$ cat config.mk
export PLATFORM = sky130hd
export DESIGN_NAME = gardner_timing_loop
export DESIGN_NICKNAME = d
export VERILOG_FILES = /design/src/rtl/gardner_timing_loop.sv
export SDC_FILE = /design/constraint.sdc
export NUM_CORES = 1
export LEC_CHECK = 0
export CAP_MARGIN = 20
export CORE_MARGIN = 3
export CORE_UTILIZATION = 55
export DETAILED_ROUTE_END_ITERATION = 10
export PLACE_DENSITY = 0.78
export SLEW_MARGIN = 20
export SYNTH_ARGS = -nofsm -noshare
export SYNTH_HDL_FRONTEND = slang
export SYNTH_SLANG_ARGS = --single-unit
$ cat constraint.sdc
create_clock -name clk -period 8.26 [get_ports clk]
set_clock_uncertainty 0.1 [all_clocks]
set_input_delay 0.826 -clock clk [delete_from_list [all_inputs] [get_ports clk]]
set_output_delay 0.826 -clock clk [all_outputs]
set_load 0.01 [all_outputs]
$ cat src/rtl/gardner_timing_loop.sv
// Symbol-timing recovery loop: PI loop filter on Gardner TED errors driving a
// modulo-2^WACC phase-accumulator NCO that emits the symbol strobe and mu.
module gardner_timing_loop #(
  parameter int OSF    = 20,
  parameter int WERR   = 18,
  parameter int WACC   = 32,
  parameter int WMU    = 16,
  parameter int KP_SHL = 8,
  parameter int KI_SHL = 0
) (
  input  logic                   clk,
  input  logic                   reset_n,
  input  logic                   enable_i,
  input  logic signed [WERR-1:0] e_in,
  input  logic                   e_valid_i,
  output logic                   sym_valid_o,
  output logic [WMU-1:0]         mu_o,
  output logic signed [WACC-1:0] ctrl_o,
  output logic                   integ_sat_o
);

  localparam int WS = WACC + 2;
  localparam int MW = WACC + $clog2(OSF + 1);
  localparam logic [63:0] NOM64 = ((64'd1 << WACC) + 64'(OSF / 2)) / 64'(OSF);
  localparam logic [WACC-1:0] NOM = WACC'(NOM64);
  localparam logic [WACC-1:0] CTRL_LIM = NOM >> 2;
  localparam logic signed [WS-1:0] LIM_S = signed'(WS'(CTRL_LIM));
  localparam logic signed [WACC-1:0] LIM_W = signed'(CTRL_LIM);
  localparam logic [WMU-1:0] MU_MAX = '1;

  function automatic logic signed [WS-1:0] sat_lim(input logic signed [WS-1:0] x);
    if (x > LIM_S) return LIM_S;
    else if (x < -LIM_S) return -LIM_S;
    else return x;
  endfunction

  logic [WACC-1:0]        phase_q, phase_d;
  logic signed [WACC-1:0] integ_q, integ_d;
  logic signed [WACC-1:0] ctrl_q, ctrl_d;
  logic                   sym_q, sym_d;
  logic [WMU-1:0]         mu_q, mu_d;
  logic                   sat_q, sat_d;

  logic signed [WS-1:0]   e_ext, inc, prop, integ_new, ctrl_new;
  logic [WACC-1:0]        step;
  logic [WACC:0]          acc_sum;
  logic [MW-1:0]          prod, frac;
  logic [WMU-1:0]         mu_calc;

  always_comb begin
    e_ext     = WS'(e_in);
    inc       = e_ext <<< KI_SHL;
    prop      = e_ext <<< KP_SHL;
    integ_new = sat_lim(WS'(integ_q) + inc);
    ctrl_new  = sat_lim(integ_new + prop);

    // ctrl_q is bounded by +/-CTRL_LIM, so the step is always positive
    step      = NOM - $unsigned(ctrl_q);
    acc_sum   = {1'b0, phase_q} + {1'b0, step};
    prod      = MW'(acc_sum[WACC-1:0]) * MW'(unsigned'(OSF));
    frac      = prod >> (WACC - WMU);
    mu_calc   = (frac > MW'(MU_MAX)) ? MU_MAX : WMU'(frac);

    phase_d = phase_q;
    integ_d = integ_q;
    ctrl_d  = ctrl_q;
    sym_d   = 1'b0;
    mu_d    = mu_q;
    if (enable_i) begin
      phase_d = acc_sum[WACC-1:0];
      sym_d   = acc_sum[WACC];
      if (acc_sum[WACC]) mu_d = mu_calc;
      if (e_valid_i) begin
        integ_d = WACC'(integ_new);
        ctrl_d  = WACC'(ctrl_new);
      end
    end
    sat_d = (integ_d == LIM_W) || (integ_d == -LIM_W);
  end

  always_ff @(posedge clk) begin
    if (!reset_n) begin
      phase_q <= '0;
      integ_q <= '0;
      ctrl_q  <= '0;
      sym_q   <= 1'b0;
      mu_q    <= '0;
      sat_q   <= 1'b0;
    end else begin
      phase_q <= phase_d;
      integ_q <= integ_d;
      ctrl_q  <= ctrl_d;
      sym_q   <= sym_d;
      mu_q    <= mu_d;
      sat_q   <= sat_d;
    end
  end

  assign sym_valid_o = sym_q;
  assign mu_o        = mu_q;
  assign ctrl_o      = ctrl_q;
  assign integ_sat_o = sat_q;

endmodule

# [Word level (Yosys, flattened, before mapping)]
# Cells that the tools add are included.
[totals] regBits=114 latchBits=0 ram_bits=0 mem_bits_ro=0 out_inout_bits=50 n_memories=0
[op_classes] n_addsub=4 n_mul=1 n_div=0 order_cmp=5 eq_ne=2 n_shift=0 n_mux=7 n_bitwise=0 n_reduce_logical=4
[op_table] operator="32-bit two-way mux" n=4
[op_table] operator="34-bit two-way mux" n=2
[op_table] operator="32-bit by 27-bit equality test with 1-bit output (second input constant)" n=2
[op_table] operator="32-bit by 3-bit multiplier with 35-bit output (second input constant)" n=1
[op_table] operator="34-bit by 26-bit adder with 34-bit output" n=1
[op_table] operator="34-bit by 27-bit greater-than comparator with 1-bit output (second input constant)" n=1
[op_table] operator="34-bit by 27-bit < comparator with 1-bit output (second input constant)" n=1
[op_table] operator="32-bit by 18-bit adder with 33-bit output" n=1
[op_table] operator="32-bit by 32-bit adder with 33-bit output" n=1
[op_table] operator="33-bit by 27-bit greater-than comparator with 1-bit output (second input constant)" n=1
[op_table] operator="33-bit by 27-bit < comparator with 1-bit output (second input constant)" n=1
[op_table] operator="28-bit by 32-bit subtractor with 32-bit output (first input constant)" n=1
[op_table] operator="21-bit by 16-bit greater-than comparator with 1-bit output (second input constant)" n=1
[op_table] operator="16-bit two-way mux" n=1
[op_table] operator="2-bit AND reduction" n=3
[op_table] operator="1-bit logical OR" n=1

# [Depth between registers and ports, before layout]
# Gate-level depths: netlist of run 1.
[depth] ltp_word=8 ltp_mapped=37 depth_no_buf=33

# [Least setup slack after synthesis of run 1]
# Ideal clock, no wire load.
[synth_timing] path_type="input -> register" start="input port e_in[0]" end="register ctrl_q[0], in the netlist ctrl_o[0]" setup_time_ns=0.086 arrival_ns=8.219 path_slack_ns=-0.146 cell_stages=35 path_buffers=4 cell_sequence="ha_1 inv_1 fa_1 nand2b_1 a21oi_1 or4b_2 nand3_1 nand2_1 nor2_1 o311ai_0 nand3_1 a311oi_1 o311ai_0 a211oi_1 or4_1 ha_1 clkbuf_1 clkbuf_1 clkbuf_1 o21ai_0 ha_1 fa_1 a211oi_1 o211ai_1 a31oi_2 o21ai_0 a21oi_1 xnor2_1 or2_1 or4b_1 a21oi_1 nand2b_1 a31oi_4 buf_4 a221oi_2"
[synth_via] elab_chain_cells=8 word_cells_on_any_way=10
[synth_lines] element="start: declaration" line="14" text="input logic signed [WERR-1:0] e_in,"
[synth_lines] element="32-bit by 18-bit adder with 33-bit output" line="54" text="integ_new = sat_lim(WS'(integ_q) + inc);"
[synth_lines] element="33-bit by 27-bit < comparator with 1-bit output" line="33" text="else if (x < -LIM_S) return -LIM_S;"
[synth_lines] element="34-bit two-way mux" line="33"
[synth_lines] element="34-bit two-way mux" line="32" text="if (x > LIM_S) return LIM_S;"
[synth_lines] element="34-bit by 26-bit adder with 34-bit output (*)" line="55" text="ctrl_new = sat_lim(integ_new + prop);"
[synth_lines] element="34-bit by 27-bit < comparator with 1-bit output" line="33"
[synth_lines] element="32-bit two-way mux" line="33"
[synth_lines] element="32-bit two-way mux (*)" line="32"
[synth_lines] element="end signal: assignment" line="92" text="ctrl_q <= ctrl_d;"
[synth_lines] element="end: declaration" line="39" text="logic signed [WACC-1:0] ctrl_q, ctrl_d;"
# Every way passes the cells marked *; elsewhere a longest branch is shown, timed or not.
# A chain may end at the register's enable or synchronous reset.

# [Worst setup path after layout of run 1]
[layout_timing] start="input port e_in[4]" end="register ctrl_q[5], in the netlist ctrl_o[5]"
# Same word-level chain as after synthesis.

==> results of run 1 <==
tightest hold or removal path: stages (launching register included):
cell and delay [ns]:
dfxtp_1 0.33, mux2i_1 0.07, nor2_1 0.07
per-stage QoR:
step | setup TNS (ns) | setup WS, ns | area, um2 | power, W
after floorplan | 0 | 0.0404 | 12000 | 0.00426
after global placement | -8.48 | -0.401 | 14800 | 0.00554
after detailed placement | -16.88 | -0.710 | 14800 | 0.00567
after CTS | 0 | 0.0195 | 15500 | 0.00670
after global routing | -0.518 | -0.0826 | 16100 | 0.00752
final | 0 | 0.149 | 16100 | 0.00694
cell families (layout without fill, tap and decap cells):
logic type                 count (synthesis)  after routing
adders and majority gates                152            152
and+or+nand+nor                          526            526
AOI/OAI and AO/OA                        511            511
DFF                                      114            114
muxes                                     35             35
xor gates and xnor gates                 113            113
buffers and inverters                    107            422
power groups by stage:
stage	Clock [W]	Sequential, W	Combinational, W
after global routing	0.000930	0.000775	0.00582
after global placement	0	0.000763	0.00477
after detailed placement	0	0.000767	0.00490
after CTS	0.000902	0.000758	0.00504
after floorplan	0	0.000750	0.00351
final	0.000902	0.000765	0.00527
what timing repair did:
action / CTS / global route
setup endpoints to repair: 26 / 32
gates cloned: 0 / 2
setup buffers: 1 / 6
pin swaps: 1 / 31
gates resized for setup: 3 / 91
state kept, by name (all words and copies together) (netlist names):
register and count:
integ_q 32, sym_valid_o 1, phase_q 32, ctrl_o 32
integ_sat_o 1, mu_o 16
cell type report:
class,count,area share (%)
sequential,114,14.2
multi-input combinational,1337,60.5
clock buffer,17,2.64
clock inverter,15,1.74
tap,275,2.14
inverter,40,0.932
timing repair buffer,350,17.9
worst max path at each step:
stage | startpoint | endpoint | depth (start not counted)
floorplan | e_in[0] | ctrl_o[0]$_SDFFE_PN0P_ | 35
global placement | e_in[0] | ctrl_o[0]$_SDFFE_PN0P_ | 32
detailed placement | e_in[0] | ctrl_o[21]$_SDFFE_PN0P_ | 31
CTS | e_in[2] | ctrl_o[0]$_SDFFE_PN0P_ | 34
global route | e_in[0] | ctrl_o[0]$_SDFFE_PN0P_ | 32
finish | e_in[4] | ctrl_o[5]$_SDFFE_PN0P_ | 33
layout by cell type (no fill, tap or decap), types with 9 or more instances in the layout:
master	Yosys	layout
and2_1	19	18
and3_1	11	11
buf_4	6	272
nand4_1	19	19
o31ai_1	10	9
o21a_1	36	35
o21ai_0	101	88
nor2_1	136	134
a211oi_1	16	14
nor2b_1	14	13
xor2_1	40	40
a21oi_1	149	143
clkdlybuf4s50_1	0	65
mux2i_1	35	35
ha_1	149	135
nor4_1	12	10
nor3_1	42	40
a21o_1	40	40
xnor2_1	73	72
dfxtp_1	114	114
inv_1	39	38
o21ai_1	18	28
nand2_1	136	134
nand3_1	35	33
clkbuf_16	0	19
a311oi_1	11	9
o21bai_1	13	12
nand2b_1	31	29
ha_4	0	10
or2_2	10	10
a31oi_1	18	16
o211ai_1	15	15
per-layer routing:
metal  track usage [%]  vias up  share of wire [%]
li1                  -     6397                  -
met1              37.8     6254                 41
met2              57.1      542                 49
met3              4.00      150                5.3
met4              15.3        0                5.2
met5                 0        -                  0
==> impl_results.html, run 1 <==
<table>
<tr><th>Metric</th><th>Value</th></tr>
<tr><th colspan="2">Status</th></tr>
<tr><td>Result of the run</td><td>finished clean</td></tr>
<tr><th colspan="2">Setup path</th></tr>
<tr><td>Type of destination of the critical path</td><td>flip-flop</td></tr>
<tr><td>Critical R2R Launch</td><td>integ_q[6]$_SDFF_PN0_</td></tr>
<tr><td>Arrival time at the worst endpoint</td><td>8.34 ns</td></tr>
<tr><td>Crit start category</td><td>input port</td></tr>
<tr><td>Largest delay share family, worst path</td><td>compound AO/OA/AOI/OAI gates</td></tr>
<tr><td>Critical Path Max Stage Delay</td><td>0.47 ns</td></tr>
<tr><td>Cell repeated most along the worst path</td><td>buf_4</td></tr>
<tr><td>Reg-to-Reg End</td><td>ctrl_o[5]$_SDFFE_PN0P_</td></tr>
<tr><td>CP max-delay cell</td><td>clkdlybuf4s50_1</td></tr>
<tr><td>Worst path bufs/invs</td><td>7</td></tr>
<tr><td>Data required time of the worst path</td><td>8.49 ns</td></tr>
<tr><td>Setup slack of the worst register-to-register path</td><td>0.53 ns</td></tr>
<tr><td>Critical Setup Path Class</td><td>input port to flip-flop</td></tr>
<tr><td>Crit-path max FO</td><td>7</td></tr>
<tr><td>Reg2Reg Depth</td><td>32</td></tr>
<tr><th colspan="2">Detailed routing</th></tr>
<tr><td>Final wirelength</td><td>40.0 mm</td></tr>
<tr><td>Number of detailed-routing iterations run before antenna repair</td><td>6</td></tr>
<tr><td>Vias</td><td>about 13,000</td></tr>
<tr><td>DR WL/cell</td><td>18.6 um</td></tr>
<tr><td>Initial drt markers</td><td>1,217</td></tr>
<tr><td>Post-detailed-route via-to-cell ratio</td><td>6.21</td></tr>
<tr><td>Post-route DRC</td><td>0</td></tr>
<tr><td>Number of nets still failing antenna checks after routing</td><td>0</td></tr>
<tr><th colspan="2">STA</th></tr>
<tr><td>Total setup violations reported at the end of the flow</td><td>0</td></tr>
<tr><td>Shortest clock period the worst path allows after layout</td><td>8.11 ns</td></tr>
<tr><td>Total count of max-transition violations in the final report</td><td>0</td></tr>
<tr><td>Worst hold slack after final layout</td><td>0.402 ns</td></tr>
<tr><td>Highest achievable clock rate</td><td>123 MHz</td></tr>
<tr><td>Post-route fraction of the period consumed by the critical path</td><td>a little over nine tenths</td></tr>
<tr><td>Hold violation total from the final report</td><td>0</td></tr>
<tr><td>Worst-margin pin slew</td><td>roughly 0.74 ns</td></tr>
<tr><td>Worst-case headroom to the max-slew limit</td><td>50.5%</td></tr>
<tr><th colspan="2">Clocking</th></tr>
<tr><td>Number of buffers on the longest clock path</td><td>2</td></tr>
<tr><td>H-tree levels</td><td>4</td></tr>
<tr><td>TritonCTS clock tree</td><td>built</td></tr>
<tr><td>Total CTS buffers</td><td>17</td></tr>
<tr><td>Skew-Pair Late Insertion Delay</td><td>0.43 ns</td></tr>
<tr><td>Clock Root Buffer</td><td>clkbuf_16</td></tr>
<tr><td>Clock input transition at the sequential cells of the worst setup and hold paths</td><td>0.06 ns</td></tr>
<tr><td>Hold Buf Count CTS</td><td>0</td></tr>
<tr><td>Number of clock sinks</td><td>114</td></tr>
<tr><th colspan="2">Pwr</th></tr>
<tr><td>Switching share of power</td><td>46.7%</td></tr>
<tr><td>Lkg Pwr</td><td>7.15 nW</td></tr>
<tr><td>Sequential power share</td><td>11.0%</td></tr>
<tr><td>Portion of total power attributed to combinational logic</td><td>76.0%</td></tr>
<tr><td>Pint</td><td>0.00370 W</td></tr>
<tr><td>Net Switching</td><td>0.00324 W</td></tr>
<tr><td>Worst VDD drop</td><td>0.245 mV</td></tr>
<tr><td>Clock share of power</td><td>13.0%</td></tr>
<tr><td>Pwr per Cell Area</td><td>431 nW/um2</td></tr>
<tr><th colspan="2">Placed design</th></tr>
<tr><td>Gp weighted congestion</td><td>1.03</td></tr>
<tr><td>Port Buffers</td><td>71</td></tr>
<tr><td>Placed insts</td><td>~2,100</td></tr>
<tr><td>Detailed placer's ending HPWL</td><td>29.6 mm</td></tr>
<tr><th colspan="2">GRT</th></tr>
<tr><td>Global-route congestion overflow total</td><td>0</td></tr>
<tr><td>First-pass GRT wire length</td><td>between 60 and 70 mm</td></tr>
<tr><td>Pin count of the biggest net entering global routing</td><td>63</td></tr>
<tr><td>Vias in the first global route</td><td>12,800</td></tr>
<tr><td>Initial antenna violation count</td><td>0</td></tr>
<tr><td>Overall fraction of global-route tracks in use</td><td>31.9%</td></tr>
<tr><th colspan="2">Yosys</th></tr>
<tr><td>Synth Area in Adders</td><td>about 16%</td></tr>
<tr><td>Share of cell area taken by muxes after synthesis</td><td>2.92%</td></tr>
<tr><td>Synth top area cells</td><td>dfxtp_1 19%, ha_1 16%, a21oi_1 6.2%</td></tr>
<tr><td>Combinational family with the most area after synthesis</td><td>compound AO/OA/AOI/OAI gates</td></tr>
<tr><td>Syn. warnings</td><td>0</td></tr>
<tr><td>Post-synthesis simple-gate area fraction</td><td>22.0%</td></tr>
<tr><td>Proportion of register bits with asynchronous set or reset after synthesis</td><td>0%</td></tr>
<tr><td>Mapped cell area</td><td>12,000 um2</td></tr>
<tr><td>Synthesized-area fraction occupied by ao, oa, aoi and oai cells</td><td>28.1%</td></tr>
<tr><td>Post-synth top flop</td><td>dfxtp_1</td></tr>
<tr><td>Area share of the largest cell type after synthesis</td><td>19.0%</td></tr>
<tr><td>Share of the yosys chip area belonging to registers</td><td>a little under a fifth</td></tr>
<tr><td>Xor and xnor area share after synthesis</td><td>a little over 8%</td></tr>
<tr><td>Number of nets in the synthesized netlist</td><td>1,732</td></tr>
<tr><td>Leading area contributor after synthesis</td><td>dfxtp_1</td></tr>
<tr><td>Commonest cells in the synthesized netlist</td><td>149 x a21oi_1, 149 x ha_1, 136 x nand2_1, 136 x nor2_1, 114 x dfxtp_1</td></tr>
<tr><td>Synthesized flop and latch total</td><td>114</td></tr>
<tr><td>Number of synthesized flops with an enable pin</td><td>0</td></tr>
<tr><td>Number of different library cells in the post-synthesis netlist</td><td>between 80 and 90</td></tr>
<tr><td>Count of mapped cells out of synthesis</td><td>1,558</td></tr>
<tr><td>Mean cell area of the mapped netlist</td><td>7.71 um2</td></tr>
<tr><th colspan="2">Hold path</th></tr>
<tr><td>Type of the tightest min-delay check</td><td>flip-flop to flip-flop</td></tr>
<tr><td>Source of the worst hold timing path</td><td>phase_q[3]$_SDFFE_PN0P_</td></tr>
<tr><td>Hold Crit Depth</td><td>2</td></tr>
<tr><td>Hold Path Sink</td><td>phase_q[3]$_SDFFE_PN0P_</td></tr>
<tr><th colspan="2">Finish</th></tr>
<tr><td>Total area of multi-input combinational cells</td><td>9740 um2</td></tr>
<tr><td>Filler Cell Count</td><td>1,545</td></tr>
<tr><td>Non-filler instance count after layout</td><td>2,148</td></tr>
<tr><td>Antenna diode count</td><td>0</td></tr>
<tr><td>Post-layout nets</td><td>2,034</td></tr>
<tr><td>Flip-flop and latch area</td><td>around 2300 um2</td></tr>
<tr><td>Layout cells sized above 1</td><td>22.3%</td></tr>
<tr><td>Post-Route Utilization</td><td>75.9%</td></tr>
<tr><td>Area delta synth-&gt;final</td><td>34.1%</td></tr>
<tr><th colspan="2">Floorplan</th></tr>
<tr><td>Full die area</td><td>23,700 um2</td></tr>
<tr><td>Die X-Extent</td><td>154 um</td></tr>
<tr><td>Row cnt</td><td>53</td></tr>
<tr><td>Die Span Y</td><td>154 um</td></tr>
<tr><td>Number of I/O pins</td><td>72</td></tr>
<tr><td>Core region area</td><td>21,200 um2</td></tr>
<tr><td>Initial Util</td><td>a little under three fifths</td></tr>
<tr><th colspan="2">Job</th></tr>
<tr><td>Max-cap violations</td><td>0</td></tr>
</table>
Power figures use the tool's default switching activity.
==> inputs of run 2 (changes only) <==
CTS_CLUSTER_SIZE = 30   (was unset)
==> results of run 2 <==
No change in the layout: final DEF, timing and power equal those of run 1.
==> inputs of run 3 (changes only) <==
CORE_ASPECT_RATIO = 0.75   (was unset)
==> run 3 against run 2 <==
Effect of this change: critical path depth did not move; cell area shrank 0.80%; fmax rose by 0.22%; clock-buffer cell count is 3 higher; flip-flop and latch count stayed put; core utilization fell by 0.87 points; via count up 0.51%; routed wire length is 1.9% higher; total power shrank 1.5%; sequential share of layout area up 0.11 points; non-clock buffer count up 5; largest power group unchanged; highest routed layer is now met5.
==> impl_results.html, run 3 (synthesized netlist as in run 1, its figures left out) <==
<table>
<tr><th>Metric</th><th>Value</th></tr>
<tr><th colspan="2">Finish</th></tr>
<tr><td>Summed area of non-filler cells in the final layout</td><td>16,000 um2 (was 16,100 um2)</td></tr>
<tr><td>Layout cells sized above 1</td><td>22.2% (was 22.3%)</td></tr>
<tr><td>Commonest cells after routing, fill and taps aside</td><td>281 x buf_4, 145 x ha_1, 144 x a21oi_1, 135 x nand2_1, 133 x nor2_1 (was 272 x buf_4, 143 x a21oi_1, 135 x ha_1, 134 x nor2_1, 134 x nand2_1)</td></tr>
<tr><td>Post-Route Utilization</td><td>75.0% (was 75.9%)</td></tr>
<tr><td>Most common cell after layout, fill and taps aside</td><td>buf_4 (unchanged)</td></tr>
<tr><td>Area delta synth-&gt;final</td><td>33.0% (was 34.1%)</td></tr>
<tr><td>Post-layout nets</td><td>2,042 (was 2,034)</td></tr>
<tr><td>Antenna diode count</td><td>0 (unchanged)</td></tr>
<tr><th colspan="2">Placed design</th></tr>
<tr><td>Detailed placer's ending HPWL</td><td>30.6 mm (was 29.6 mm)</td></tr>
<tr><td>Port Buffers</td><td>71 (unchanged)</td></tr>
<tr><td>Gp weighted congestion</td><td>1.01 (was 1.03)</td></tr>
<tr><td>Dpl cell area</td><td>14,800 um2 (about the same)</td></tr>
<tr><th colspan="2">Pwr</th></tr>
<tr><td>Lkg Pwr</td><td>7.10 nW (was 7.15 nW)</td></tr>
<tr><td>Worst VDD drop</td><td>0.388 mV (was 0.245 mV)</td></tr>
<tr><td>Final total power</td><td>0.00683 W (was 0.00694 W)</td></tr>
<tr><td>Pwr per Cell Area</td><td>428 nW/um2 (was 431 nW/um2)</td></tr>
<tr><th colspan="2">Clocking</th></tr>
<tr><td>Number of buffers on the longest clock path</td><td>2 (unchanged)</td></tr>
<tr><td>Hold Buf Count CTS</td><td>0 (unchanged)</td></tr>
<tr><td>Clock input transition at the sequential cells of the worst setup and hold paths</td><td>0.06 ns (about the same)</td></tr>
<tr><td>Number of clock sinks</td><td>114 (unchanged)</td></tr>
<tr><td>Clock Root Buffer</td><td>clkbuf_16 (unchanged)</td></tr>
<tr><td>Total CTS buffers</td><td>17 (unchanged)</td></tr>
<tr><td>TritonCTS clock tree</td><td>built (unchanged)</td></tr>
<tr><td>Skew-Pair Late Insertion Delay</td><td>0.44 ns (was 0.43 ns)</td></tr>
<tr><td>H-tree levels</td><td>4 (unchanged)</td></tr>
<tr><th colspan="2">GRT</th></tr>
<tr><td>Initial antenna violation count</td><td>2 (was 0)</td></tr>
<tr><td>First-pass GRT wire length</td><td>62.7 mm (was 62.8 mm)</td></tr>
<tr><td>Pin count of the biggest net entering global routing</td><td>79 (was 63)</td></tr>
<tr><td>Overall fraction of global-route tracks in use</td><td>32.5% (was 31.9%)</td></tr>
<tr><td>Vias in the first global route</td><td>12,300 (was 12,800)</td></tr>
<tr><td>Global-route congestion overflow total</td><td>0 (unchanged)</td></tr>
<tr><th colspan="2">Setup path</th></tr>
<tr><td>Crit-path max FO</td><td>15 (was 7)</td></tr>
<tr><td>Critical Path Sink</td><td>ctrl_o[6]$_SDFFE_PN0P_ (was ctrl_o[5]$_SDFFE_PN0P_)</td></tr>
<tr><td>Reg-to-Reg End</td><td>ctrl_o[6]$_SDFFE_PN0P_ (was ctrl_o[5]$_SDFFE_PN0P_)</td></tr>
<tr><td>Setup slack of the worst register-to-register path</td><td>0.58 ns (was 0.53 ns)</td></tr>
<tr><td>Critical Setup Path Class</td><td>input port to flip-flop (unchanged)</td></tr>
<tr><td>Reg2Reg Depth</td><td>34 (was 32)</td></tr>
<tr><td>Data required time of the worst path</td><td>8.52 ns (was 8.49 ns)</td></tr>
<tr><td>Crit start category</td><td>input port (unchanged)</td></tr>
<tr><td>Critical Path Max Stage Delay</td><td>0.56 ns (was 0.47 ns)</td></tr>
<tr><td>CP max-delay cell</td><td>or4_1 (was clkdlybuf4s50_1)</td></tr>
<tr><td>Cell repeated most along the worst path</td><td>buf_4 (unchanged)</td></tr>
<tr><td>Arrival time at the worst endpoint</td><td>8.35 ns (was 8.34 ns)</td></tr>
<tr><td>Type of destination of the critical path</td><td>flip-flop (unchanged)</td></tr>
<tr><td>Critical R2R Launch</td><td>integ_q[6]$_SDFF_PN0_ (unchanged)</td></tr>
<tr><td>Start point of the critical path</td><td>e_in[15] (was e_in[4])</td></tr>
<tr><th colspan="2">Detailed routing</th></tr>
<tr><td>Top routing layer in use</td><td>met5 (was met4)</td></tr>
<tr><td>Final wirelength</td><td>40.7 mm (was 40.0 mm)</td></tr>
<tr><td>Routed wl met2</td><td>17.3 mm (was 19.4 mm)</td></tr>
<tr><td>Routed met3 length</td><td>4.10 mm (was 2.14 mm)</td></tr>
<tr><td>Vias</td><td>13,400 (was 13,300)</td></tr>
<tr><td>Initial drt markers</td><td>1,440 (was 1,217)</td></tr>
<tr><td>DR WL/cell</td><td>18.8 um (was 18.6 um)</td></tr>
<tr><td>Number of detailed-routing iterations run before antenna repair</td><td>6 (unchanged)</td></tr>
<tr><td>Total routed wire length on the met1 layer</td><td>18.7 mm (was 16.3 mm)</td></tr>
<tr><td>Post-detailed-route via-to-cell ratio</td><td>6.18 (was 6.21)</td></tr>
<tr><td>Number of nets still failing antenna checks after routing</td><td>0 (unchanged)</td></tr>
<tr><td>Post-route DRC</td><td>0 (unchanged)</td></tr>
<tr><th colspan="2">Job</th></tr>
<tr><td>Max-cap violations</td><td>0 (unchanged)</td></tr>
<tr><th colspan="2">Status</th></tr>
<tr><td>Result of the run</td><td>finished clean (unchanged)</td></tr>
<tr><th colspan="2">STA</th></tr>
<tr><td>Total count of max-transition violations in the final report</td><td>0 (unchanged)</td></tr>
<tr><td>Hold violation total from the final report</td><td>0 (unchanged)</td></tr>
<tr><td>Worst hold slack after final layout</td><td>0.405 ns (was 0.402 ns)</td></tr>
<tr><td>Worst-margin pin slew</td><td>0.946 ns (was 0.741 ns)</td></tr>
<tr><td>Worst-case headroom to the max-slew limit</td><td>36.9% (was 50.5%)</td></tr>
<tr><td>Post-route fraction of the period consumed by the critical path</td><td>98.0% (was 98.2%)</td></tr>
<tr><td>Total negative slack</td><td>0 ns (unchanged)</td></tr>
<tr><td>Shortest clock period the worst path allows after layout</td><td>8.09 ns (was 8.11 ns)</td></tr>
<tr><td>Highest achievable clock rate</td><td>124 MHz (was 123 MHz)</td></tr>
<tr><td>Total setup violations reported at the end of the flow</td><td>0 (unchanged)</td></tr>
<tr><th colspan="2">Floorplan</th></tr>
<tr><td>Row cnt</td><td>46 (was 53)</td></tr>
<tr><td>Full die area</td><td>23,700 um2 (about the same)</td></tr>
<tr><td>Die Span Y</td><td>134 um (was 154 um)</td></tr>
<tr><td>Die X-Extent</td><td>177 um (was 154 um)</td></tr>
<tr><td>Core region area</td><td>21,300 um2 (was 21,200 um2)</td></tr>
<tr><td>Initial Util</td><td>56.4% (was 56.6%)</td></tr>
<tr><td>Number of I/O pins</td><td>72 (unchanged)</td></tr>
<tr><th colspan="2">Hold path</th></tr>
<tr><td>Type of the tightest min-delay check</td><td>flip-flop to flip-flop (unchanged)</td></tr>
<tr><td>Source of the worst hold timing path</td><td>phase_q[17]$_SDFFE_PN0P_ (was phase_q[3]$_SDFFE_PN0P_)</td></tr>
</table>
-- run 3: metal layers --
| metal | up-vias | GRT usage (%) |
|---|---|---|
| li1 | 6425 | - |
| met1 | 6338 | 47.2 |
| met2 | 580 | 48.6 |
| met4 | 2 | 6.06 |
| met3 | 66 | 8.89 |
| met5 | - | 0 |
-- run 3: critical path, delay by kind of cell --
| kind | cells | cell delay (ns) |
|---|---|---|
| buffers and inverters | 7 | 1.37 |
| adder cells (fa/ha/maj) | 2 | 0.70 |
| AND/OR/NAND/NOR | 9 | 2.23 |
| AO/OA/AOI/OAI | 14 | 2.98 |
| XOR/XNOR | 1 | 0.23 |
-- run 3: worst min path at each step --
stage,depth (start not counted),slack [ns],endpoint
global placement,2,0.38,phase_q[29]$_SDFFE_PN0P_
detailed placement,2,0.39,phase_q[25]$_SDFFE_PN0P_
CTS,2,0.41,phase_q[17]$_SDFFE_PN0P_
finish,2,0.41,phase_q[17]$_SDFFE_PN0P_
global route,2,0.42,phase_q[17]$_SDFFE_PN0P_
floorplan,2,0.36,integ_q[23]$_SDFF_PN0_
-- run 3: layout make-up --
class,count,area (um2)
well taps,288,360
repair buffers,355,2870
flip-flops and latches,114,2280
clock buffers,20,467
clock inverters,12,156
inverters,40,154
multi-input cells,1340,9690
fillers,1608,5310
-- run 3: timing repair --
item	in CTS	in global routing
pin swaps	4	30
buffers inserted	0	17
setup endpoints to repair	26	32
cloned	1	2
gates resized for setup	8	78
-- run 3: stage by stage --
stage | std cells | worst slack, ns
2_1_floorplan | 1558 | 0.0404
6_report | 2169 | 0.167
4_1_cts | 2150 | 0.0116
3_3_place_gp | 2117 | -0.563
5_1_grt | 2169 | -0.0772
3_5_place_dp | 2117 | -0.801
-- run 3: report_power, final --
part | total, W | internal (W) | switching (W)
Combinational | 0.00528 | 0.00240 | 0.00287
Clock | 0.000792 | 0.000498 | 0.000294
Sequential | 0.000764 | 0.000660 | 0.000104
